File: src/rtl/la_pwrseq_pkg.sv
// Shared definitions for the la_pwrseq power-domain sequencer.
// Holds the state encodings, the default cycle constants, and the state-to-driver
// level table that both the top-level FSM and its output registers use.
package la_pwrseq_pkg;

   typedef enum logic [2:0] {
      ST_OFF    = 3'd0,
      ST_PUP    = 3'd1,
      ST_RSTREL = 3'd2,
      ST_ISOREL = 3'd3,
      ST_ON     = 3'd4,
      ST_ISOSET = 3'd5,
      ST_RSTSET = 3'd6,
      ST_PDN    = 3'd7
   } state_e;

   localparam int DEF_CW            = 8;
   localparam int DEF_SWITCH_CYCLES = 4;
   localparam int DEF_RST_CYCLES    = 2;
   localparam int DEF_ISO_CYCLES    = 3;
   localparam int DEF_TIMEOUT       = 16;

   // Levels driven into the switched domain.
   typedef struct packed {
      logic pwr_en;
      logic dom_nreset;
      logic iso_en;
      logic ack;
   } drv_t;

   // Safe levels: supply off, domain held in reset, outputs clamped.
   localparam drv_t DRV_SAFE = '{pwr_en: 1'b0, dom_nreset: 1'b0, iso_en: 1'b1, ack: 1'b0};

   // Driver levels for each state; the error condition always forces the safe levels.
   function automatic drv_t state_drv(input state_e s, input logic in_err);
      drv_t d;
      d = DRV_SAFE;
      if (!in_err) begin
         case (s)
            ST_OFF:    d = DRV_SAFE;
            ST_PUP:    d = '{pwr_en: 1'b1, dom_nreset: 1'b0, iso_en: 1'b1, ack: 1'b0};
            ST_RSTREL: d = '{pwr_en: 1'b1, dom_nreset: 1'b1, iso_en: 1'b1, ack: 1'b0};
            ST_ISOREL: d = '{pwr_en: 1'b1, dom_nreset: 1'b1, iso_en: 1'b0, ack: 1'b0};
            ST_ON:     d = '{pwr_en: 1'b1, dom_nreset: 1'b1, iso_en: 1'b0, ack: 1'b1};
            ST_ISOSET: d = '{pwr_en: 1'b1, dom_nreset: 1'b1, iso_en: 1'b1, ack: 1'b0};
            ST_RSTSET: d = '{pwr_en: 1'b1, dom_nreset: 1'b0, iso_en: 1'b1, ack: 1'b0};
            ST_PDN:    d = DRV_SAFE;
         endcase
      end
      return d;
   endfunction

endpackage

File: src/rtl/la_dsync.sv
// Two-stage synchronizer for a single asynchronous level, synchronous active-high reset.
// Ports: clk/rst (always-on clock and reset), d_i (asynchronous input), q_o (synchronized output).
// Latency is two clk edges from a stable input to q_o; the stages reset to 0.
module la_dsync #(
   parameter PROP = "DEFAULT"
) (
   input  logic clk,
   input  logic rst,
   input  logic d_i,
   output logic q_o
);

   logic [1:0] sync_q;

   if (PROP == "DEFAULT") begin : g_generic
      always_ff @(posedge clk) begin
         if (rst) sync_q <= 2'b00;
         else     sync_q <= {sync_q[0], d_i};
      end
   end else begin : g_mapped
      // Same flop chain; the mapping flow retargets this scope to the library
      // synchronizer cell selected by PROP.
      always_ff @(posedge clk) begin
         if (rst) sync_q <= 2'b00;
         else     sync_q <= {sync_q[0], d_i};
      end
   end

   assign q_o = sync_q[1];

endmodule

File: src/rtl/la_pwrseq.sv
// Power-domain sequencer: level request -> ordered switch / reset / isolation sequence.
// Ports: clk, rst (sync, active-high), req (level on-request), pwr_good (async supply good);
// outputs pwr_en, dom_nreset, iso_en, ack, err (sticky) and state (debug; reads 0 in error).
module la_pwrseq
   import la_pwrseq_pkg::*;
#(
   parameter     PROP          = "DEFAULT",
   parameter int CW            = DEF_CW,
   parameter int SWITCH_CYCLES = DEF_SWITCH_CYCLES,
   parameter int RST_CYCLES    = DEF_RST_CYCLES,
   parameter int ISO_CYCLES    = DEF_ISO_CYCLES,
   parameter int TIMEOUT       = DEF_TIMEOUT
) (
   input  logic       clk,
   input  logic       rst,
   input  logic       req,
   input  logic       pwr_good,
   output logic       pwr_en,
   output logic       dom_nreset,
   output logic       iso_en,
   output logic       ack,
   output logic       err,
   output logic [2:0] state
);

   localparam logic [CW-1:0] SW_LAST  = CW'(SWITCH_CYCLES - 1);
   localparam logic [CW-1:0] RST_LAST = CW'(RST_CYCLES - 1);
   localparam logic [CW-1:0] ISO_LAST = CW'(ISO_CYCLES - 1);
   localparam logic [CW-1:0] TO_LAST  = CW'(TIMEOUT - 1);

   state_e        state_q, state_d;
   logic          in_err_q, in_err_d;   // error condition; state_q parks at ST_OFF meanwhile
   logic [CW-1:0] cnt_q, cnt_d;
   drv_t          drv_q;
   logic          err_q;
   logic          pg_s;
   logic          entering;

   la_dsync #(.PROP(PROP)) u_pg_sync (
      .clk (clk),
      .rst (rst),
      .d_i (pwr_good),
      .q_o (pg_s)
   );

   always_comb begin
      state_d  = state_q;
      in_err_d = in_err_q;
      if (in_err_q) begin
         if (!req) in_err_d = 1'b0;
      end else begin
         case (state_q)
            ST_OFF:    if (req) state_d = ST_PUP;
            ST_PUP: begin
               if (cnt_q >= SW_LAST && pg_s) begin
                  state_d = ST_RSTREL;
               end else if (cnt_q == TO_LAST) begin
                  state_d  = ST_OFF;
                  in_err_d = 1'b1;
               end
            end
            ST_RSTREL: if (cnt_q == RST_LAST) state_d = ST_ISOREL;
            ST_ISOREL: if (cnt_q == ISO_LAST) state_d = ST_ON;
            ST_ON: begin
               // Supply loss outranks a power-down request.
               if (!pg_s) begin
                  state_d  = ST_OFF;
                  in_err_d = 1'b1;
               end else if (!req) begin
                  state_d = ST_ISOSET;
               end
            end
            ST_ISOSET: if (cnt_q == ISO_LAST) state_d = ST_RSTSET;
            ST_RSTSET: if (cnt_q == RST_LAST) state_d = ST_PDN;
            ST_PDN: begin
               if (cnt_q >= SW_LAST && !pg_s) begin
                  state_d = ST_OFF;
               end else if (cnt_q == TO_LAST) begin
                  state_d  = ST_OFF;
                  in_err_d = 1'b1;
               end
            end
         endcase
      end

      // Error entry/exit counts as a state entry even though state_q may not change.
      entering = (state_d != state_q) || (in_err_d != in_err_q);
      if (entering)
         cnt_d = '0;
      else if (!in_err_q && state_q != ST_OFF && state_q != ST_ON)
         cnt_d = cnt_q + CW'(1);
      else
         cnt_d = cnt_q;
   end

   always_ff @(posedge clk) begin
      if (rst) begin
         state_q  <= ST_OFF;
         in_err_q <= 1'b0;
         cnt_q    <= '0;
         drv_q    <= DRV_SAFE;
         err_q    <= 1'b0;
      end else begin
         state_q  <= state_d;
         in_err_q <= in_err_d;
         cnt_q    <= cnt_d;
         // Outputs are registered from the current state, so they trail state by one cycle.
         drv_q    <= state_drv(state_q, in_err_q);
         err_q    <= err_q | in_err_q;
      end
   end

   assign pwr_en     = drv_q.pwr_en;
   assign dom_nreset = drv_q.dom_nreset;
   assign iso_en     = drv_q.iso_en;
   assign ack        = drv_q.ack;
   assign err        = err_q;
   assign state      = state_q;

endmodule

File: config.mk
export PLATFORM = sky130hd
export DESIGN_NAME = la_pwrseq
export DESIGN_NICKNAME = d
export VERILOG_FILES = /design/src/rtl/la_pwrseq_pkg.sv /design/src/rtl/la_dsync.sv /design/src/rtl/la_pwrseq.sv
export SDC_FILE = /design/constraint.sdc
export NUM_CORES = 1
export LEC_CHECK = 0
export ABC_CLOCK_PERIOD_IN_PS = 4600
export CORE_MARGIN = 4
export CORE_UTILIZATION = 31
export CTS_CLUSTER_SIZE = 8
export DETAILED_ROUTE_END_ITERATION = 8
export SYNTH_ARGS = -nofsm -noshare
export SYNTH_HDL_FRONTEND = slang
export SYNTH_SLANG_ARGS = --single-unit
File: constraint.sdc
create_clock -name clk -period 4.6 [get_ports clk]
set_input_delay 0.46 -clock clk [delete_from_list [all_inputs] [get_ports clk]]
set_output_delay 0.46 -clock clk [all_outputs]
set_load 0.05 [all_outputs]
==> results of run 1 <==
[routing by layer]
metal	track usage	up-vias	wire, um
li1	-	491	-
met1	0.1333	459	1164
met2	0.1836	17	1282
met3	0.03453	4	114
met4	0.05106	0	38
met5	0	-	0
[cells in the final DEF, fill, tap and decap left out, types with 2 or more instances in the layout]
cell type / synthesis / layout
nor4_4: 2 / 2
nor3b_1: 2 / 2
a31oi_1: 2 / 2
nor3_1: 4 / 4
inv_1: 6 / 6
nor4_1: 9 / 9
a2111o_1: 2 / 2
o21ai_0: 3 / 3
clkbuf_8: 2 / 3
nand3_1: 7 / 7
nand2_1: 10 / 10
xnor2_1: 7 / 7
nor2b_1: 4 / 4
ha_1: 3 / 3
clkdlybuf4s50_1: 0 / 11
nor2_1: 10 / 10
a311oi_1: 2 / 2
dfxtp_1: 19 / 19
a21oi_1: 3 / 3
[registers in the layout, indices dropped and copies added, names as in the netlist]
name              count
dom_nreset            1
iso_en                1
ack                   1
err                   1
state                 3
cnt_q                 8
u_pg_sync.sync_q      2
pwr_en                1
in_err_q              1
[cells in the mapped netlist (3+ instances only)]
cell,n
dfxtp_1,19
nand2_1,10
nor2_1,10
nor4_1,9
nand3_1,7
xnor2_1,7
inv_1,6
nor2b_1,4
nor3_1,4
a21oi_1,3
ha_1,3
o21ai_0,3
[power by group]
group | switching, mW | internal [mW] | total (mW)
Clock | 0.0551 | 0.0602 | 0.115
Combinational | 0.0232 | 0.0159 | 0.0391
Sequential | 0.00574 | 0.168 | 0.174
Total | 0.0840 | 0.244 | 0.328
[path summary, 6_finish.rpt]
path / from / end / slack [ns] / depth (start not counted)
worst max-delay path: state[1] / state[1] / 2.26 / 1
worst min-delay path: u_pg_sync.sync_q[0] / u_pg_sync.sync_q[1] / 0.45 / 1
worst max register to register: state[1] / cnt_q[3] / 2.54 / 4
worst min register to register: u_pg_sync.sync_q[0] / u_pg_sync.sync_q[1] / 0.45 / 1
[cells by family (layout without fill, tap and decap cells)]
| group | count (synthesis) | in the layout | synth area share |
|---|---|---|---|
| AOI/OAI and AO/OA | 29 | 29 | 0.2168 |
| xor gates and xnor gates | 8 | 8 | 0.05864 |
| adders and majority gates | 3 | 3 | 0.03142 |
| buffers and inverters | 15 | 21 | 0.09005 |
| DFF | 19 | 19 | 0.3183 |
| and+or+nand+nor | 56 | 56 | 0.2848 |
[layout make-up]
type                       instances  area [um2]  share of cell area
multi-input combinational         96       706.9              0.5330
tap                               48       60.06             0.04528
timing repair buffer              11       110.1             0.08302
clock buffer                       3       41.29             0.03113
inverter                           6       22.52             0.01698
sequential                        19       380.4              0.2868
clock inverter                     1       5.005            0.003774
==> reports/metrics.yaml, run 1 <==
worst_slew_pin_slew_ns: 0.6821
clk-insertion-delay-late_ns: 0.26
clockBufferDepth: 2
syn_area_mm2: 0.001195
syn_area_per_cell_um2: 9.192
post_cts_buffers: 0
drive_gt1_frac: 0.1103
dp.cells: 180
io_buffers: 11
final_nets: 144
holdBufCountCts: 0
ctsRootBufferMaster: "clkbuf_8"
grt_pass1_vias: 941
num_rows: 22
min_period_over_period: 0.5092
syn2layout_area_growth_pct: 10.99
setup_tns_ns: 0
fill_cells: 389
synth_edf_count: 0
startpoint_type: "register"
synth_top_cell_area_share: 0.3183
cts_buffers: 3
maxSlewHeadroom: 0.5446
placed_cell_area_mm2: 0.001280
dr.pass1.iters: 4
cts_resized: 0
grt_first_pass_wirelength_mm: 4.416
hold_violations: 0
status: "completed"
period_minus_slack_ns: 2.343
finalWirelength_mm: 2.599
leakagePower_nw: 0.4375
antenna_found_initial: 0
path_clk_slew_ns: 0.07
fin_ws_ns: 2.257
die_x_um: 70.09
powerDensity_mw_per_mm2: 247.3
dp_slack_ns: 2.413
whs_ns: 0.4517
drt-vias-per-instance: 5.277
overflow: 0
num_io_pins: 12
tritoncts: "yes"
grt.total_usage: 0.1121
slowest_stage: "clkdlybuf4s50_1"
finalMaxSlewViolations: 0
die_area_mm2: 0.004912
syn_inst: 130
fin_util: 0.3596
fmax_mhz: 426.9
irDropWorstVdd_uv: 79.09
worstPathMaxFanout: 16
synth_seq_cells: 19
gp_routability_congestion: 0.8263
drv_cap: 0
crit_arrival_ns: 1.88
drtIter0Drc: 63
holdCritPathClass: "reg2reg"
vias: 971
diodes: 0
required_ns: 4.14
crit_chain: "clkdlybuf4s50_1"
final_cells: 184
yosysSeqAreaShare: 0.3183
synth_cell_types: 49
start_util: 0.3239
synth_nets: 137
cts_max_level: 1
finalPower_mw: 0.3280
yosys_warnings: 0
finalSetupViolations: 0
timing.critical_path.to_type: "primary output"
async_flop_share: 0
slowest_delay_ns: 0.92
rsz0062_at_grt: "no"
synth_area_leader_cell: "dfxtp_1"
final_cell_area_mm2: 0.001326
crit_buf_inv: 1
path_class: "reg2out"
ys.flop_type: "dfxtp_1"
synth_area_leaders: "dfxtp_1, xnor2_1, nor4_1"
route.detailed.drc: 0
clkSinkCount: 19
coreArea_mm2: 0.003689
grt_start_max_net_pins: 18
die_y_um: 70.09
postRouteAntennaNets: 0
wl_per_cell_um: 14.13
crit_family: "buffers and inverters"
hpwl_mm: 1.921
fin_skew_ns: 0.003265
No activity file was read; power rests on OpenSTA's default activity.
==> inputs of run 2 (changes only) <==
--- a/config.mk
+++ b/config.mk
@@ -5,7 +5,7 @@
 export SDC_FILE = /design/constraint.sdc
 export NUM_CORES = 1
 export LEC_CHECK = 0
-export ABC_CLOCK_PERIOD_IN_PS = 4600
+export ABC_CLOCK_PERIOD_IN_PS = 1900
 export CORE_MARGIN = 4
 export CORE_UTILIZATION = 31
 export CTS_CLUSTER_SIZE = 8
==> constraint.sdc (replaced) <==
create_clock -name clk -period 1.9 [get_ports clk]
set_input_delay 0.19 -clock clk [delete_from_list [all_inputs] [get_ports clk]]
set_output_delay 0.19 -clock clk [all_outputs]
set_load 0.05 [all_outputs]
==> run 2 against run 1 <==
Clock power is 140% higher. Register-to-register slack lost 2.5 ns. Clock skew is 0.0026 ns lower. Sequential power rose by 140%. Die area stayed put. Via count grew 10%. First-iteration DRC count decreased by 1.6%. Core utilization grew 3.2 points. Routed wire length rose by 5.1%. Sequential share of layout area is 2.0 points lower. Final area up 9.0%. Critical endpoint unchanged.
==> reports/metrics.yaml, run 2 (synthesis gave the netlist of run 1 again) <==
status: "completed"
hpwl_mm: 2.093  # +8.9%
fill_cells: 381  # -2.1%
die_y_um: 70.09  # unchanged
ctsRootBufferMaster: "clkbuf_8"
top_register: "cnt_q"
holdCritPathClass: "reg2reg"
largest_register_ffs: 8  # unchanged
postRouteAntennaNets: 0  # unchanged
min_period_over_period: 0.9551
num_rows: 22  # unchanged
crit_arrival_ns: 1.62  # -0.26 ns
crit_start: "state[1]"
r2r_cells: 4  # unchanged
worstPathMaxFanout: 15  # -1
clkSinkCount: 19  # unchanged
gp_routability_congestion: 0.8569  # +3.7%
drive_gt1_frac: 0.2318  # +0.1215
cts_max_level: 1  # unchanged
clk-insertion-delay-late_ns: 0.26  # about the same
antenna_found_initial: 0  # unchanged
crit_end: "state[1]"
fmax_mhz: 551.0
die_area_mm2: 0.004912  # unchanged
wl_per_cell_um: 13.72  # -2.8%
powerDensity_mw_per_mm2: 560.3  # +130%
worst_slew_pin_slew_ns: 0.6121  # -0.07001 ns
start_util: 0.3239  # unchanged
timing.critical_path.to_type: "primary output"
multi_input_area_um2: 711.9  # +0.71%
holdBufCountCts: 0  # unchanged
drv_cap: 0  # unchanged
setup_tns_ns: 0  # unchanged
num_io_pins: 12  # unchanged
hold_violations: 0  # unchanged
final_common_cell: "buf_4"
irDropWorstVdd_uv: 333.3  # +320%
finalSetupViolations: 0  # unchanged
drt-vias-per-instance: 5.372  # +1.8%
grt_first_pass_wirelength_mm: 4.678  # +5.9%
coreArea_mm2: 0.003689  # unchanged
die_x_um: 70.09  # unchanged
final_nets: 159  # +10%
rrSetupSlack_ns: 0.09  # -2.45 ns
rsz0062_at_grt: "no"
ff_latch_area_um2: 385.4  # +1.3%
grt.total_usage: 0.1169  # +0.004816
dr.pass1.iters: 4  # unchanged
drtIter0Drc: 62  # -1.6%
final_cells: 199  # +8.2%
path_clk_slew_ns: 0.07  # about the same
placed_cell_area_mm2: 0.001393  # +8.8%
required_ns: 1.71  # -2.43 ns
diodes: 0  # unchanged
tritoncts: "yes"
worstReg2RegEnd: "cnt_q[4]"
overflow: 0  # unchanged
dp.cells: 195  # +8.3%
vias: 1069  # +10%
final_cell_area_mm2: 0.001445  # +9.0%
path_class: "reg2out"
route.detailed.drc: 0  # unchanged
startpoint_type: "register"
period_minus_slack_ns: 1.815
cts_buffers: 3  # unchanged
syn2layout_area_growth_pct: 20.94
leakagePower_nw: 0.5188  # +19%
clockBufferDepth: 2  # unchanged
fin_skew_ns: 0.0006825  # -0.002582 ns
finalMaxSlewViolations: 0  # unchanged
final_cell_mix: "buf_4, dfxtp_1, nand2_1, nor2_1, clkdlybuf4s50_1"
grt_start_max_net_pins: 17  # -1
finalWirelength_mm: 2.731  # +5.1%
r2r-start: "cnt_q[5]"
hold_depth: 1  # unchanged
io_buffers: 11  # unchanged
dp_slack_ns: 0.04247  # -2.370 ns
grt_pass1_vias: 991  # +5.3%
maxSlewHeadroom: 0.5895  # +0.04484
fin_ws_ns: 0.08526  # -2.172 ns
run 2: how the worst min path moves through the flow:
stage	start	endpoint	slack [ns]
after floorplan	pwr_good	u_pg_sync.sync_q[0]	0.32
after global placement	u_pg_sync.sync_q[0]	u_pg_sync.sync_q[1]	0.44
after detailed placement	u_pg_sync.sync_q[0]	u_pg_sync.sync_q[1]	0.45
after CTS	u_pg_sync.sync_q[0]	u_pg_sync.sync_q[1]	0.46
after global routing	u_pg_sync.sync_q[0]	u_pg_sync.sync_q[1]	0.48
final	u_pg_sync.sync_q[0]	u_pg_sync.sync_q[1]	0.46
run 2: cell type report:
class	instances	share of cell area
Sequential cell	19	0.2667
Inverter	6	0.01558
Clock buffer	4	0.03117
Tap cell	48	0.04156
Timing Repair Buffer	26	0.1524
Multi-Input combinational cell	96	0.4926
run 2: power by group:
part / internal [mW] / total [mW] / switching (mW)
clock: 0.149 / 0.279 / 0.130
combinational: 0.0496 / 0.112 / 0.0621
sequential: 0.407 / 0.419 / 0.0121
run 2: what timing repair did:
action | 4_1_cts | 5_1_grt
endpoints found under the setup margin | 0 | 9
setup buffers | 0 | 0
resized for setup | 0 | 3
run 2: through the flow:
stage          hold slack (ns)  total power, mW  utilization
2_1_floorplan           0.3182           0.4962            -
3_3_place_gp            0.4350           0.5352       0.3775
3_5_place_dp            0.4474           0.5383       0.3775
4_1_cts                 0.4614           0.8221       0.3898
5_1_grt                 0.4804           0.8569       0.3918
6_report                0.4552           0.8098       0.3918
run 2: worst max-delay path: stages, from the launching register on:
cell and delay (ns):
dfxtp_2 0.32, buf_4 0.21, clkdlybuf4s50_1 0.83
run 2: metal layers:
layer	vias to the layer above	track usage	wire length, um
met2	40	0.1763	1232
met4	0	0.04255	39
met5	-	0	0
met1	498	0.1559	1234
met3	4	0.03597	226
li1	527	-	-
==> inputs of run 3 (changes only) <==
--- a/config.mk
+++ b/config.mk
@@ -10,6 +10,7 @@
 export CORE_UTILIZATION = 31
 export CTS_CLUSTER_SIZE = 8
 export DETAILED_ROUTE_END_ITERATION = 8
+export RECOVER_POWER = 100
 export SYNTH_ARGS = -nofsm -noshare
 export SYNTH_HDL_FRONTEND = slang
 export SYNTH_SLANG_ARGS = --single-unit
==> run 3 against run 2 <==
Clock power hardly changed. Critical path depth stayed put. Sequential power hardly changed. Routed wire length stayed put. Global-route usage stayed put. Via count hardly changed. Setup slack worse by 0.0065 ns. Die area stayed put. Largest cell class unchanged. Highest routed layer unchanged.
==> reports/metrics.yaml, run 3 (synthesis gave the netlist of run 1 again) <==
period_minus_slack_ns: 1.821  # +0.006540 ns
crit_start: "state[1]"
rsz0062_at_grt: "no"
hold_violations: 0  # unchanged
powerDensity_mw_per_mm2: 562.7  # +0.42%
syn2layout_area_growth_pct: 20.11
use_met1: 0.1559  # unchanged
vias: 1068  # -0.094%
tritoncts: "yes"
worstPathMaxFanout: 15  # unchanged
min_period_over_period: 0.9586  # +0.003442
fin_skew_ns: 0.0006358  # -0.00004668 ns
io_buffers: 11  # unchanged
num_io_pins: 12  # unchanged
start_util: 0.3239  # unchanged
final_common_cell: "dfxtp_1"
fin_ws_ns: 0.07872  # -0.006540 ns
dp_slack_ns: 0.04247  # unchanged
top_register: "cnt_q"
coreArea_mm2: 0.003689  # unchanged
irDropWorstVdd_uv: 333.0  # about the same
holdCritPathClass: "reg2reg"
clockBufferDepth: 2  # unchanged
die_area_mm2: 0.004912  # unchanged
grt.total_usage: 0.1169  # unchanged
gp_routability_congestion: 0.8569  # unchanged
finalWirelength_mm: 2.731  # unchanged
post_cts_buffers: 0  # unchanged
crit_family: "buffers and inverters"
leakagePower_nw: 0.5240  # +1.0%
grt_start_max_net_pins: 17  # unchanged
dr.pass1.iters: 4  # unchanged
die_y_um: 70.09  # unchanged
crit_buf_inv: 2  # unchanged
final_cells: 199  # unchanged
slowest_stage: "clkdlybuf4s50_1"
drv_cap: 0  # unchanged
required_ns: 1.71  # about the same
busiest_layer: "met2"
crit_end: "state[1]"
path_clk_slew_ns: 0.07  # about the same
final_cell_mix: "dfxtp_1, buf_4, nor2_1"
cts_max_level: 1  # unchanged
crit_chain: "buf_4 > clkdlybuf4s50_1"
route.detailed.drc: 0  # unchanged
wl_per_cell_um: 13.72  # unchanged
overflow: 0  # unchanged
maxSlewHeadroom: 0.5846  # -0.004818
dp.cells: 195  # unchanged
hpwl_mm: 2.093  # unchanged
met2_usage: 0.1763  # unchanged
fill_cells: 383  # +0.52%
timing.critical_path.to_type: "primary output"
crit_arrival_ns: 1.63  # about the same
slowest_delay_ns: 0.83  # about the same
final_nets: 159  # unchanged
num_rows: 22  # unchanged
grt_first_pass_wirelength_mm: 4.678  # unchanged
r2r-start: "cnt_q[5]"
finalSetupViolations: 0  # unchanged
diodes: 0  # unchanged
fmax_mhz: 549.1  # -0.36%
fin_util: 0.3891  # -0.002714
worst_slew_pin_slew_ns: 0.6193  # +0.007184 ns
setup_tns_ns: 0  # unchanged
grtUsageMet3: 0.03597  # unchanged
drt-vias-per-instance: 5.367  # about the same
die_x_um: 70.09  # unchanged
rrSetupSlack_ns: 0.09  # about the same
clk-insertion-delay-late_ns: 0.26  # about the same
status: "completed"
cp_num_cells: 2  # unchanged
clkSinkCount: 19  # unchanged
drtIter0Drc: 62  # unchanged
finalMaxSlewViolations: 0  # unchanged
cts_buffers: 3  # unchanged
r2r_cells: 4  # unchanged
path_class: "reg2out"
antenna_found_initial: 0  # unchanged
postRouteAntennaNets: 0  # unchanged
worstReg2RegEnd: "cnt_q[6]"
drive_gt1_frac: 0.2119  # -0.01987
largest_register_ffs: 8  # unchanged
startpoint_type: "register"
grt_pass1_vias: 991  # unchanged
ctsRootBufferMaster: "clkbuf_8"
[run 3: changes by cell type in the layout (fill, tap and decap cells not counted)]
cell,before,now
buf_4,16,14
clkdlybuf4s50_1,10,4
nor2_2,1,0
dfxtp_2,4,3
clkbuf_1,1,2
dlygate4sd3_1,0,6
dfxtp_1,15,16
nor2_1,10,11
clkbuf_2,0,1
[run 3: final cells by class]
type,count,area (um2),area share
well taps,48,60.06,0.04185
clock buffers,4,45.04,0.03139
inverters,6,22.52,0.01569
repair buffers,26,214.0,0.1491
multi-input cells,96,709.4,0.4943
flip-flops and latches,19,384.1,0.2677
[run 3: how the worst min path moves through the flow]
stage                        start                  end  cells past startpoint
2_1_floorplan             pwr_good  u_pg_sync.sync_q[0]                      1
3_3_place_gp   u_pg_sync.sync_q[0]  u_pg_sync.sync_q[1]                      1
3_5_place_dp   u_pg_sync.sync_q[0]  u_pg_sync.sync_q[1]                      1
4_1_cts        u_pg_sync.sync_q[0]  u_pg_sync.sync_q[1]                      1
5_1_grt        u_pg_sync.sync_q[0]  u_pg_sync.sync_q[1]                      1
6_report       u_pg_sync.sync_q[0]  u_pg_sync.sync_q[1]                      1
[run 3: timing repair]
item | CTS | global route
gates resized for setup | 0 | 3
setup endpoints to repair | 0 | 9
hold buffers | 0 | 0
[run 3: metrics by stage]
stage	area (um2)	hold WS (ns)	total power, mW
after floorplan	1197	0.3182	0.4962
after global placement	1393	0.4350	0.5352
after detailed placement	1393	0.4474	0.5383
after CTS	1438	0.4614	0.8221
after global routing	1435	0.4804	0.8545
final	1435	0.4555	0.8076
[run 3: metal layers]
layer  vias up  part of all wire
li1        532                 -
met1       494              0.45
met2        38              0.46
met3         4             0.075
met4         0             0.014
met5         -                 0
[run 3: power breakdown]
group	internal, mW	leakage (nW)	switching (mW)
Clock	0.149	0.0228	0.130
Sequential	0.407	0.155	0.0117
Combinational	0.0476	0.346	0.0624
==> edit 1, RTL diff (settings of run 2) <==
Set the package constant `DEF_CW` to 7 (it was 8).
--- a/src/rtl/la_pwrseq_pkg.sv
+++ b/src/rtl/la_pwrseq_pkg.sv
@@ -16,3 +16,3 @@
 
-   localparam int DEF_CW            = 8;
+   localparam int DEF_CW            = 7;
    localparam int DEF_SWITCH_CYCLES = 4;
Check against the original RTL: same outputs for any inputs over 10 cycles, from zero or initial values and one cycle with rst high; that may be too few to reach the edited logic, so the function may still have changed.
==> edit 1 against run 2 <==
The run now ends with negative setup slack left; synthesized area is 4.6% lower; clock skew hardly changed; cell area is 16% higher; power is 13% higher; routed wire length is 11% higher; non-clock buffer count is 11 higher; combinational power is 97% higher; first-iteration DRC count is 23% lower; setup slack worse by 0.12 ns; highest routed layer unchanged; largest power group unchanged; sequential cell count is 1 lower; via count is 5.9% higher.
==> edit 1: results (changes against run 2) <==
* Status: finished with violations
* Failing checks: negative setup slack
* Dpl cells at 206 (+5.6%)
* FFs w/ async S/R, synth at 0% (unchanged)
* Global Route met1 Usage at 17.2% (+1.6 points)
* Post CTS Setup Buffer Count at 0 (unchanged)
* Hold depth at 1 (unchanged)
* First-pass GRT wire length at 5.14 mm (+9.9%)
* DRT iter0 DRCs at 48 (-23%)
* Arrival time at the worst endpoint at 2.10 ns (+0.48 ns)
* Setup ws final at -0.0392 ns (-0.124 ns)
* Post-Synth Adder-Cell Area at 6.59% (+3.4 points)
* Post-DR wirelength/cell at 14.2 um (+3.3%)
* Routed wire length at 3.03 mm (+11%)
* Top layer in use: met4
* Largest Register: cnt_q
* Fin nets at 179 (+13%)
* Routed vias at 1132 (+5.9%)
* Worst Hold Class: flip-flop to flip-flop
* Largest net degree at the start of global routing at 11 (-6)
* Ant. Diodes at 0 (unchanged)
* Post-synthesis area per instance at 8.51 um2 (-7.5%)
* Max reg flops at 7 (-1)
* Pint at 633 uW (+4.6%)
* Grt met3 use at 3.08% (-0.52 points)
* Sequential share of the synthesized area at 31.6% (-0.22 points)
* Max clock buf depth at 2 (unchanged)
* Post_cts resized at 10 (+10)
* Syn Nets at 144 (+5.1%)
* Synth Area in Compound Gates at 20.6% (-1.0 points)
* Met3 WL at 183 um (-19%)
* Number of fillers in the final layout at 339 (-11%)
* Met2 Use GR at 24.8% (+7.2 points)
* Worst Skew at 0.000552 ns (-0.000130 ns)
* Synth Area in XOR/XNOR at 5.38% (-0.49 points)
* CTS Root Cell: clkbuf_8
* Fin Setup TNS at -0.214 ns (-0.214 ns)
* Gpl congestion at 0.908 (+6.0%)
* Rel. slew slack at 66.7% (+7.8 points)
* Share of layout cells above drive strength 1 at 33.9% (+11 points)
* Met2 Routed Length at 1.48 mm (+20%)
* Ranking of synthesized cells by area: dfxtp_1 32%, ha_1 6.6%, and2_1 4.9%, xnor2_1 4.6%, nor2_1 3.6%
* Max rail drop VDD at 0.000415 V (+25%)
* Initial antenna violation count at 0 (unchanged)
* M1 WL at 1.34 mm (+8.2%)
* Worst hold slack at 0.443 ns (-0.0126 ns)
* Commonest cells post-synth: 18 x dfxtp_1, 11 x nor2_1, 9 x and2_1, 7 x a21oi_1
* Dpl hpwl at 2.22 mm (+6.2%)
* H-tree Lvls at 1 (unchanged)
* DP Area at 1490 um2 (+7.2%)
* Crit path kind: flip-flop to flip-flop
* Setup WS pre-CTS at -0.119 ns (-0.162 ns)
* RR Startpoint: state[1]
* Total GRT Usage at 14.6% (+2.9 points)
* Synth cell types at 43 (-12%)
* R2R cell count at 7 (+3)
* Leak pwr at 0.658 nW (+27%)
* CP Max Fanout at 7 (-8)
* Final setup fails at 8 (+8)
==> edit 1: cell type report <==
class | count | area (um2) | area share (%)
repair buffers | 37 | 353 | 21.1
multi-input cells | 103 | 821 | 49.0
well taps | 46 | 57.6 | 3.44
clock buffers | 3 | 41.3 | 2.47
clock inverters | 1 | 3.75 | 0.224
flip-flops and latches | 18 | 373 | 22.3
inverters | 6 | 25.0 | 1.49
==> edit 1: power by group through the flow <==
stage                     Sequential, mW  Combinational, mW  Clock (mW)
after floorplan                    0.422              0.113           0
after global placement             0.410              0.192           0
after detailed placement           0.411              0.198           0
after CTS                          0.402              0.215       0.290
after global routing               0.406              0.242       0.310
final                              0.403              0.221       0.292
==> edit 1: worst max-delay path: stages (launching register included) <==
cell,delay (ns)
dfxtp_4,0.38
buf_12,0.14
or3b_4,0.44
a21oi_4,0.16
nand3_2,0.12
a221oi_4,0.28
a221oi_4,0.13
and2_1,0.18
==> edit 2, RTL diff (flow settings as in run 2) <==
Made on the original files. Reset style: asynchronous (`rst`), changed in 3 clocked blocks. Comments in the files are not updated.
--- a/src/rtl/la_dsync.sv
+++ b/src/rtl/la_dsync.sv
@@ -15,3 +15,3 @@
    if (PROP == "DEFAULT") begin : g_generic
-      always_ff @(posedge clk) begin
+      always_ff @(posedge clk or posedge rst) begin
          if (rst) sync_q <= 2'b00;
@@ -22,3 +22,3 @@
       // synchronizer cell selected by PROP.
-      always_ff @(posedge clk) begin
+      always_ff @(posedge clk or posedge rst) begin
          if (rst) sync_q <= 2'b00;
--- a/src/rtl/la_pwrseq.sv
+++ b/src/rtl/la_pwrseq.sv
@@ -95,3 +95,3 @@
 
-   always_ff @(posedge clk) begin
+   always_ff @(posedge clk or posedge rst) begin
       if (rst) begin
Formal check against the unedited RTL: differs if rst is asserted again (counterexample within 4 cycles, from zero or initial values and one cycle with rst high); with rst held inactive, the same outputs for 10 cycles.
==> edit 2 against run 2 <==
The flow now finishes with violations (negative setup slack); setup slack got worse by 0.30 ns; global-route usage increased by 2.2 points; routed wire length is 34% higher; sequential share of layout area decreased by 2.3 points; utilization increased by 8.8 points; cell area grew 37%; sequential cell count stayed put; synthesized area is 13% higher.
Power is not compared: it rests on default switching activity, and its combinational part moved more than twofold at a synthesized area within 25%.
==> edit 2: results (changes against run 2) <==
* RR Startpoint: state[1]
* Max rail drop VDD at 0.000634 V
* Worst Skew at 0.00801 ns (+0.00732 ns)
* Leak pwr at 0.786 nW
* Critical path's slowest cell: dfrtp_4
* Synth Area in Compound Gates at 18.5% (-3.2 points)
* Mux cell area share after synthesis at 0.739% (+0.74 points)
* Worst-margin pin slew at 0.614 ns (+0.00141 ns)
* Crit path max-delay family: simple AND/OR/NAND/NOR gates
* Routed wire length at 3.65 mm (+34%)
* R2R cell count at 7 (+3)
* R2r endpoint: cnt_q[4]
* Largest net degree at the start of global routing at 20 (+3)
* FFs w/ async S/R, synth at 100% (+100 points)
* First-pass GRT wire length at 5.90 mm (+26%)
* Max incr delay on CP at 0.54 ns (-0.29 ns)
* Final setup fails at 11 (+11)
* Setup ws final at -0.213 ns (-0.298 ns)
* Failing checks: negative setup slack
* Max reg flops at 8 (unchanged)
* Fin nets at 187 (+18%)
* Commonest cells post-synth: 18 x dfrtp_1, 10 x nor4_1, 9 x nor2_1
* Sequential share of the synthesized area at 35.2% (+3.3 points)
* Post-Synth Adder-Cell Area at 5.54% (+2.4 points)
* Vias per cell at 5.31 (-1.2%)
* Input/output buffers at 11 (unchanged)
* Synth cell types at 54 (+10%)
* Worst Hold Class: input pin to async pin
* Initial antenna violation count at 0 (unchanged)
* Dpl hpwl at 2.50 mm (+20%)
* Syn Nets at 146 (+6.6%)
* Synth Area in XOR/XNOR at 5.17% (-0.69 points)
* Clock slew at reported path FFs at 0.08 ns
* Ranking of synthesized cells by area: dfrtp_1 33%, ha_1 5.5%, nor4_1 4.6%, xor2_1 3.9%, nor2_1 2.5%
* Arrival time at the worst endpoint at 2.26 ns (+0.64 ns)
* Vias in the first global route at 1237 (+25%)
* Status: finished with violations
* Number of fillers in the final layout at 401 (+5.2%)
* Total GRT Usage at 13.9% (+2.2 points)
* Share of layout cells above drive strength 1 at 46.6% (+23 points)
* TritonRoute pass-1 iters at 4 (unchanged)
* DRT iter0 DRCs at 92 (+48%)
* CP Max Fanout at 8 (-7)
* Post-synth top flop: dfrtp_1
* Gpl congestion at 0.864 (+0.81%)
[edit 2: cell types whose count changed after synthesis, sizes merged, moves of 5 or more]
cell / run 2 / this run
xor2: 1 / 6
dfrtp: 0 / 18
a21oi: 3 / 8
nand2: 10 / 5
dfxtp: 19 / 0
xnor2: 7 / 2
[edit 2: worst max-delay path by stage]
stage,endpoint,slack (ns),depth (start not counted),start
2_1_floorplan,cnt_q[7],-0.28,8,state[2]
3_3_place_gp,cnt_q[6],-0.15,6,state[1]
3_5_place_dp,cnt_q[2],-0.21,6,state[1]
4_1_cts,cnt_q[7],-0.20,8,state[1]
5_1_grt,cnt_q[2],-0.26,7,state[1]
6_report,cnt_q[4],-0.21,7,state[1]
[edit 2: routing by layer]
layer / vias to the layer above / track usage, % / wire length [um]
met5: - / 0 / 0
met4: 0 / 2.41 / 30
met3: 6 / 3.38 / 162
met2: 24 / 25.8 / 1870
met1: 586 / 16.3 / 1590
li1: 584 / - / -
[edit 2: logic make-up (layout without fill, tap and decap cells)]
logic type / after synthesis / after routing
XOR/XNOR: 8 / 8
buffers and inverters: 16 / 56
AO/OA/AOI/OAI: 29 / 29
adder cells (fa/ha/maj): 6 / 6
multiplexers: 1 / 1
flip-flops: 19 / 19
AND/OR/NAND/NOR: 57 / 57
[edit 2: timing repair]
item / CTS / global route
gates resized for setup: 10 / 12
setup endpoints to repair: 11 / 11
gates cloned: 0 / 0
pin swaps: 8 / 13
buffers inserted: 5 / 2
[edit 2: cell type report]
| type | instances | area share (%) |
|---|---|---|
| multi-input cells | 101 | 48.4 |
| repair buffers | 43 | 19.6 |
| clock inverters | 1 | 0.253 |
| well taps | 50 | 3.17 |
| flip-flops and latches | 19 | 24.4 |
| clock buffers | 3 | 2.09 |
| inverters | 9 | 2.09 |
[edit 2: metrics by stage]
step / setup TNS, ns / area [um2] / hold slack [ns] / cells / total power [mW]
3_5_place_dp: -1.72 / 1700 / 0.337 / 215 / 1.93
4_1_cts: -1.58 / 1880 / 0.270 / 224 / 2.45
2_1_floorplan: -2.17 / 1410 / 0.140 / 136 / 1.53
3_3_place_gp: -1.19 / 1700 / 0.337 / 215 / 1.90
5_1_grt: -2.53 / 1970 / 0.277 / 226 / 2.78
6_report: -1.86 / 1970 / 0.256 / 226 / 2.62
[edit 2: power by group]
| part | total, mW | internal (mW) | switching (mW) |
|---|---|---|---|
| registers | 0.605 | 0.493 | 0.112 |
| clock network | 0.292 | 0.146 | 0.146 |
| logic | 1.72 | 0.818 | 0.902 |
[edit 2: worst reg2reg max path: stages (launching register included)]
cell      delay [ns]
dfrtp_4         0.54
ha_4            0.19
or3_4           0.42
a21oi_4         0.18
and3b_2         0.25
o221ai_4        0.20
buf_12          0.18
nor4_4          0.05
